**src/rtl/instruction_fetch_pkg.sv**
```systemverilog
// Shared RV32E fetch definitions: data widths, reset PC, the NOP encoding and the buffer entry layout.
package instruction_fetch_pkg;

  localparam int XLEN = 32;
  localparam logic [XLEN-1:0] DEFAULT_RESET_PC = 32'h0000_0000;

  // ADDI x0,x0,0 -- shown on the decode side whenever the buffer is empty
  localparam logic [XLEN-1:0] I_NOP = 32'h0000_0013;

  localparam logic [6:0] OPC_OP_IMM = 7'h13;
  localparam logic [2:0] F3_ADDI    = 3'b000;
  localparam logic [2:0] F3_ORI     = 3'b110;

  typedef struct packed {
    logic [XLEN-1:0] pc;
    logic [XLEN-1:0] word;
  } fetch_entry_t;

  function automatic logic [XLEN-1:0] word_align(input logic [XLEN-1:0] addr);
    return {addr[XLEN-1:2], 2'b00};
  endfunction

endpackage

```
**src/rtl/fetch_buffer.sv**
```systemverilog
// Two-entry FIFO of {pc, instr} pairs; slot 0 is always the head, flush beats push and pop.
module fetch_buffer
  import instruction_fetch_pkg::*;
(
  input  logic         clk,
  input  logic         rst_n,
  input  logic         push,
  input  logic         pop,
  input  logic         flush,
  input  fetch_entry_t din,
  output fetch_entry_t dout,
  output logic [1:0]   count
);

  fetch_entry_t slot_reg [2];
  logic [1:0]   count_reg;
  logic         pop_eff;
  logic         push_eff;
  logic         wr_idx;

  assign pop_eff  = pop && (count_reg != 2'd0);
  assign push_eff = push && ((count_reg != 2'd2) || pop_eff);
  // Tail position once this cycle's pop has shifted slot 1 down
  assign wr_idx   = (count_reg == 2'd2) || ((count_reg == 2'd1) && !pop_eff);

  always_ff @(posedge clk) begin
    if (!rst_n) begin
      count_reg <= 2'd0;
      for (int i = 0; i < 2; i++) begin
        slot_reg[i] <= '0;
      end
    end else if (flush) begin
      count_reg <= 2'd0;
    end else begin
      count_reg <= count_reg - {1'b0, pop_eff} + {1'b0, push_eff};
      if (pop_eff) begin
        slot_reg[0] <= slot_reg[1];
      end
      if (push_eff) begin
        slot_reg[wr_idx] <= din;
      end
    end
  end

  assign dout  = slot_reg[0];
  assign count = count_reg;

endmodule

```
**src/rtl/instruction_fetch.sv**
```systemverilog
// RV32E fetch stage: PC register, ROM addressing, redirect handling and the decode-side buffer.
module instruction_fetch
  import instruction_fetch_pkg::*;
#(
  parameter logic [XLEN-1:0] RESET_PC  = DEFAULT_RESET_PC,
  parameter int              BUF_DEPTH = 2
) (
  input  logic            clk,
  input  logic            rst_n,
  input  logic            fetch_en,
  output logic [XLEN-1:0] rom_addr,
  input  logic [XLEN-1:0] rom_data,
  output logic            instr_valid,
  input  logic            instr_ready,
  output logic [XLEN-1:0] instr,
  output logic [XLEN-1:0] instr_pc,
  input  logic            redirect_valid,
  input  logic [XLEN-1:0] redirect_pc,
  output logic            misaligned
);

  logic [XLEN-1:0] pc_reg;
  logic            misaligned_reg;
  logic            pop;
  logic            push;
  logic [1:0]      count;
  fetch_entry_t    head;
  fetch_entry_t    fetched;

  // A redirect flushes the buffer, so any handshake in that cycle is void
  assign pop     = instr_valid && instr_ready && !redirect_valid;
  assign push    = fetch_en && !redirect_valid && ((count < 2'(BUF_DEPTH)) || pop);
  assign fetched = '{pc: pc_reg, word: rom_data};

  always_ff @(posedge clk) begin
    if (!rst_n) begin
      pc_reg         <= RESET_PC;
      misaligned_reg <= 1'b0;
    end else begin
      misaligned_reg <= redirect_valid && (redirect_pc[1:0] != 2'b00);
      if (redirect_valid) begin
        pc_reg <= word_align(redirect_pc);
      end else if (push) begin
        pc_reg <= pc_reg + 32'd4;
      end
    end
  end

  fetch_buffer u_fetch_buffer (
    .clk   (clk),
    .rst_n (rst_n),
    .push  (push),
    .pop   (pop),
    .flush (redirect_valid),
    .din   (fetched),
    .dout  (head),
    .count (count)
  );

  assign rom_addr    = pc_reg;
  assign instr_valid = (count != 2'd0);
  assign instr       = instr_valid ? head.word : I_NOP;
  assign instr_pc    = instr_valid ? head.pc : '0;
  assign misaligned  = misaligned_reg;

endmodule
```
**config.mk**
```make
export PLATFORM = sky130hd
export DESIGN_NAME = instruction_fetch
export DESIGN_NICKNAME = d
export VERILOG_FILES = /design/src/rtl/instruction_fetch_pkg.sv /design/src/rtl/fetch_buffer.sv /design/src/rtl/instruction_fetch.sv
export SDC_FILE = /design/constraint.sdc
export NUM_CORES = 1
export LEC_CHECK = 0
export ABC_CLOCK_PERIOD_IN_PS = 8350
export BUFFER_PORTS_ARGS = -buffer_cell sky130_fd_sc_hd__buf_2
export CORE_AREA = 2 2 123 125
export DETAILED_ROUTE_END_ITERATION = 16
export DIE_AREA = 0 0 125 127
export PLACE_DENSITY = 0.72
export SLEW_MARGIN = 40
export SYNTH_ARGS = -nofsm -noshare
export SYNTH_HDL_FRONTEND = slang
export SYNTH_SLANG_ARGS = --single-unit
```
**constraint.sdc**
```tcl
create_clock -name clk -period 8.35 [get_ports clk]
set_input_delay 0.835 -clock clk [delete_from_list [all_inputs] [get_ports clk]]
set_output_delay 0.835 -clock clk [all_outputs]
set_load 0.01 [all_outputs]
```
==> summary.txt <==
Logic synthesis
  – Cells after Synth: 571
  – Unique masters post-synth: 43
  – #FFs+latches synth: 157
  – Syn. warnings: 0
  – Post-synth EDFFs: ~120
  – Synth Cell Area: about 7100 um2
  – Main synth FF type: edfxtp_1
  – Syn avg cell area: between 10 and 15 um2
  – Ys async rst share: 0
  – Post-synthesis sequential area ratio: 0.617

Floorplanning
  – Die width: about 130 um
  – DIE AREA: roughly 16,000 um2
  – Number of I/O pins: between 150 and 200
  – Rows: 44
  – Core area: about 14,000 um2
  – Chip Height: 127 um
  – Starting Density: 0.493

Timing
  – Max-slew headroom: 0.433
  – Max-slew violations: 0
  – Setup TNS: 0 ns
  – Tightest Pin Transition: roughly 0.85 ns
  – Tcrit/Tclk final: 0.381
  – Final setup vio count: 0
  – Highest Clock Rate: between 300 and 400 MHz
  – Hold Vio Cnt, Final: 0
  – Clock Skew: 0.00674 ns
  – Tmin final: approximately 3.2 ns
  – RSZ-0062 raised after global routing: false

Drt
  – Vias/cell: approximately 5.5
  – WL/cell: 17.4 um
  – Drt pass-1 iters: 5
  – Final WL: 15,800 um
  – Routed Antenna Nets: 0
  – Initial drt markers: around 350
  – # DRC: 0
  – Vias post-DR: between 4,000 and 5,000

Global route
  – First-pass GRT wire length: roughly 25,000 um
  – Largest net degree at the start of global routing: 66
  – Grt ovf: 0
  – Number of global-route vias before repair: 4,721
  – GR Util All Layers: 0.200
  – Initial antenna violation count: 1

CTS
  – TritonCTS Buffers: 17
  – Worst-path clk slew: 0.06 ns
  – CTS Hold Bufs: 0
  – Clk buf depth: 2
  – Root Buffer Master: clkbuf_16
  – CTS tree: done
  – Clk_lat worst skew: approximately 0.42 ns
  – Htree depth: 4
  – Post-cts resize count: 0
  – Post-CTS setup buffers: 0
  – Clk sinks: between 150 and 200

Cells and area
  – Finished Core Util: 0.602
  – Share of cells above drive strength 1: 0.291
  – Filler cell count in the final layout: 1,187
  – Non-Filler Instances: 912
  – Multi-input logic area: roughly 2500 um2
  – Commonest non-fill, non-tap cell in the layout: buf_2
  – Number of flip-flops in the largest register: 124
  – Most frequent cells in the layout: buf_2 (162), edfxtp_1 (124), and2_1 (120), a22o_1 (62), dfxtp_1 (33)
  – Layout Area Growth over Synthesis: 22.2%
  – FF+latch area: approximately 4400 um2
  – Final Instance Area: around 8700 um2
  – # nets final: slightly below 800
  – Antenna diodes: 0

Critical path
  – Worst reg2reg path depth: 5
  – WS Path Type: in2reg
  – Reg-to-Reg Start: u_fetch_buffer.count[1]
  – Combined buffer and inverter count along the critical path: 1
  – Arrival @ worst endpoint: 3.23 ns
  – Setup crit start kind: input pin
  – CP top delay family: simple AND/OR/NAND/NOR gates
  – Slowest cell delay on critical path: roughly 0.64 ns
  – Critical Path, Cell by Cell: buf_2 > and2b_2 > nand2_1 > a21oi_4 > nor2_1 > nand2_4
  – Critical Path End Type: flop
  – Crit-path max FO: 62
  – R2r endpoint: u_fetch_buffer.slot_reg[0][25]
  – R2r setup slk: 5.29 ns
  – Required time of the critical path: between 8 and 9 ns
  – Slowest library cell on the worst path: nand2_4

Status
  – Status: complete, no violations

Pwr
  – Max IR drop VDD: approximately 0.14 mV
  – P_leak: 3.61 nW
  – PwrDens: roughly 210 nW/um2

Placed design
  – DP HPWL: 10,800 um
  – GPL Wtd Cong: 0.809
  – Area after DPL: roughly 8000 um2
  – Placed cells: 881
  – I/O Buffers: 162

Min path
  – Hold Path Depth: 1
  – Worst Hold Class: reg2reg
  – Min-delay src: u_fetch_buffer.slot_reg[1][11]
  – Endpoint, Worst Hold: u_fetch_buffer.slot_reg[0][11]

Run
  – Max Cap Viol: 0
[area by class of cell]
class,count,share of cell area
sequential,157,0.505
multi-input combinational,365,0.293
timing repair buffer,167,0.100
clock buffer,18,0.0494
tap,184,0.0265
clock inverter,13,0.0228
inverter,8,0.00346
[Yosys cell counts (2+ instances only)]
master,count,area share
edfxtp_1,124,0.52
clkbuf_8,3,0.0058
o21ai_0,29,0.020
nor3_1,9,0.0063
dfxtp_1,33,0.093
and4_1,3,0.0037
ha_1,3,0.0053
nand2_1,17,0.0090
xor2_1,13,0.016
nand4_1,11,0.0097
nand2b_1,3,0.0026
nor3_2,2,0.0028
xnor2_1,13,0.016
buf_2,2,0.0014
a22o_1,62,0.076
a21oi_1,21,0.015
a211oi_1,2,0.0021
buf_4,4,0.0042
and3_1,3,0.0026
a31oi_1,5,0.0044
clkbuf_1,34,0.018
and2_1,120,0.11
o211a_1,7,0.0099
nor2_1,6,0.0032
or3_1,4,0.0035
nand3_1,14,0.0099
inv_1,8,0.0042
[worst max path at each step]
stage,start,endpoint,slack [ns],cells past startpoint
6_report,rst_n,u_fetch_buffer.slot_reg[0][25],5.17,6
5_1_grt,u_fetch_buffer.count[1],u_fetch_buffer.slot_reg[0][35],4.94,5
4_1_cts,rst_n,u_fetch_buffer.slot_reg[0][21],5.17,6
3_5_place_dp,rst_n,u_fetch_buffer.slot_reg[0][25],4.72,6
3_3_place_gp,rst_n,u_fetch_buffer.slot_reg[0][28],4.87,6
2_1_floorplan,redirect_valid,u_fetch_buffer.slot_reg[1][0],2.11,4
[metal layers]
layer  vias up  track usage  part of all wire  wire length, um
li1       2383            -                 -                -
met1      2398        0.270              0.44             6900
met2       195        0.313              0.47             7390
met3        20       0.0616             0.082             1300
met4         2       0.0627             0.015              235
met5         -            0           0.00044                7
[cell families (layout without fill, tap and decap cells)]
| kind of cell | after synthesis | count (layout) | synth area share |
|---|---|---|---|
| compound gates | 130 | 130 | 0.137 |
| mux | 1 | 1 | 0.00141 |
| buf+inv | 52 | 206 | 0.0352 |
| other cells | 1 | 4 | 0.000528 |
| simple gates | 201 | 201 | 0.172 |
| flops | 157 | 157 | 0.617 |
| xor+xnor | 26 | 26 | 0.0320 |
| fa+ha+maj | 3 | 3 | 0.00528 |
[through the flow]
step	hold WS, ns	total power (W)	setup WS (ns)
floorplan	0.512	0.00100	2.11
global placement	0.514	0.00106	4.87
detailed placement	0.521	0.00106	4.72
CTS	0.535	0.00188	5.17
global route	0.542	0.00193	4.94
finish	0.533	0.00186	5.17
[report_power, final]
group / leakage [nW] / internal (W) / total (W) / switching [W]
clock: 0.301 / 0.000525 / 0.000817 / 0.000292
combinational: 1.75 / 0.0000507 / 0.000128 / 0.0000768
sequential: 1.56 / 0.000889 / 0.000919 / 0.0000299
[worst register-to-register path, cell delays in order, from the launching register on]
cell and delay (ns):
dfxtp_1 0.59, or2_4 0.59, a21oi_4 0.30, nor3_4 0.70
buf_4 0.52, a22o_1 0.22
Power figures use the tool's default switching activity.
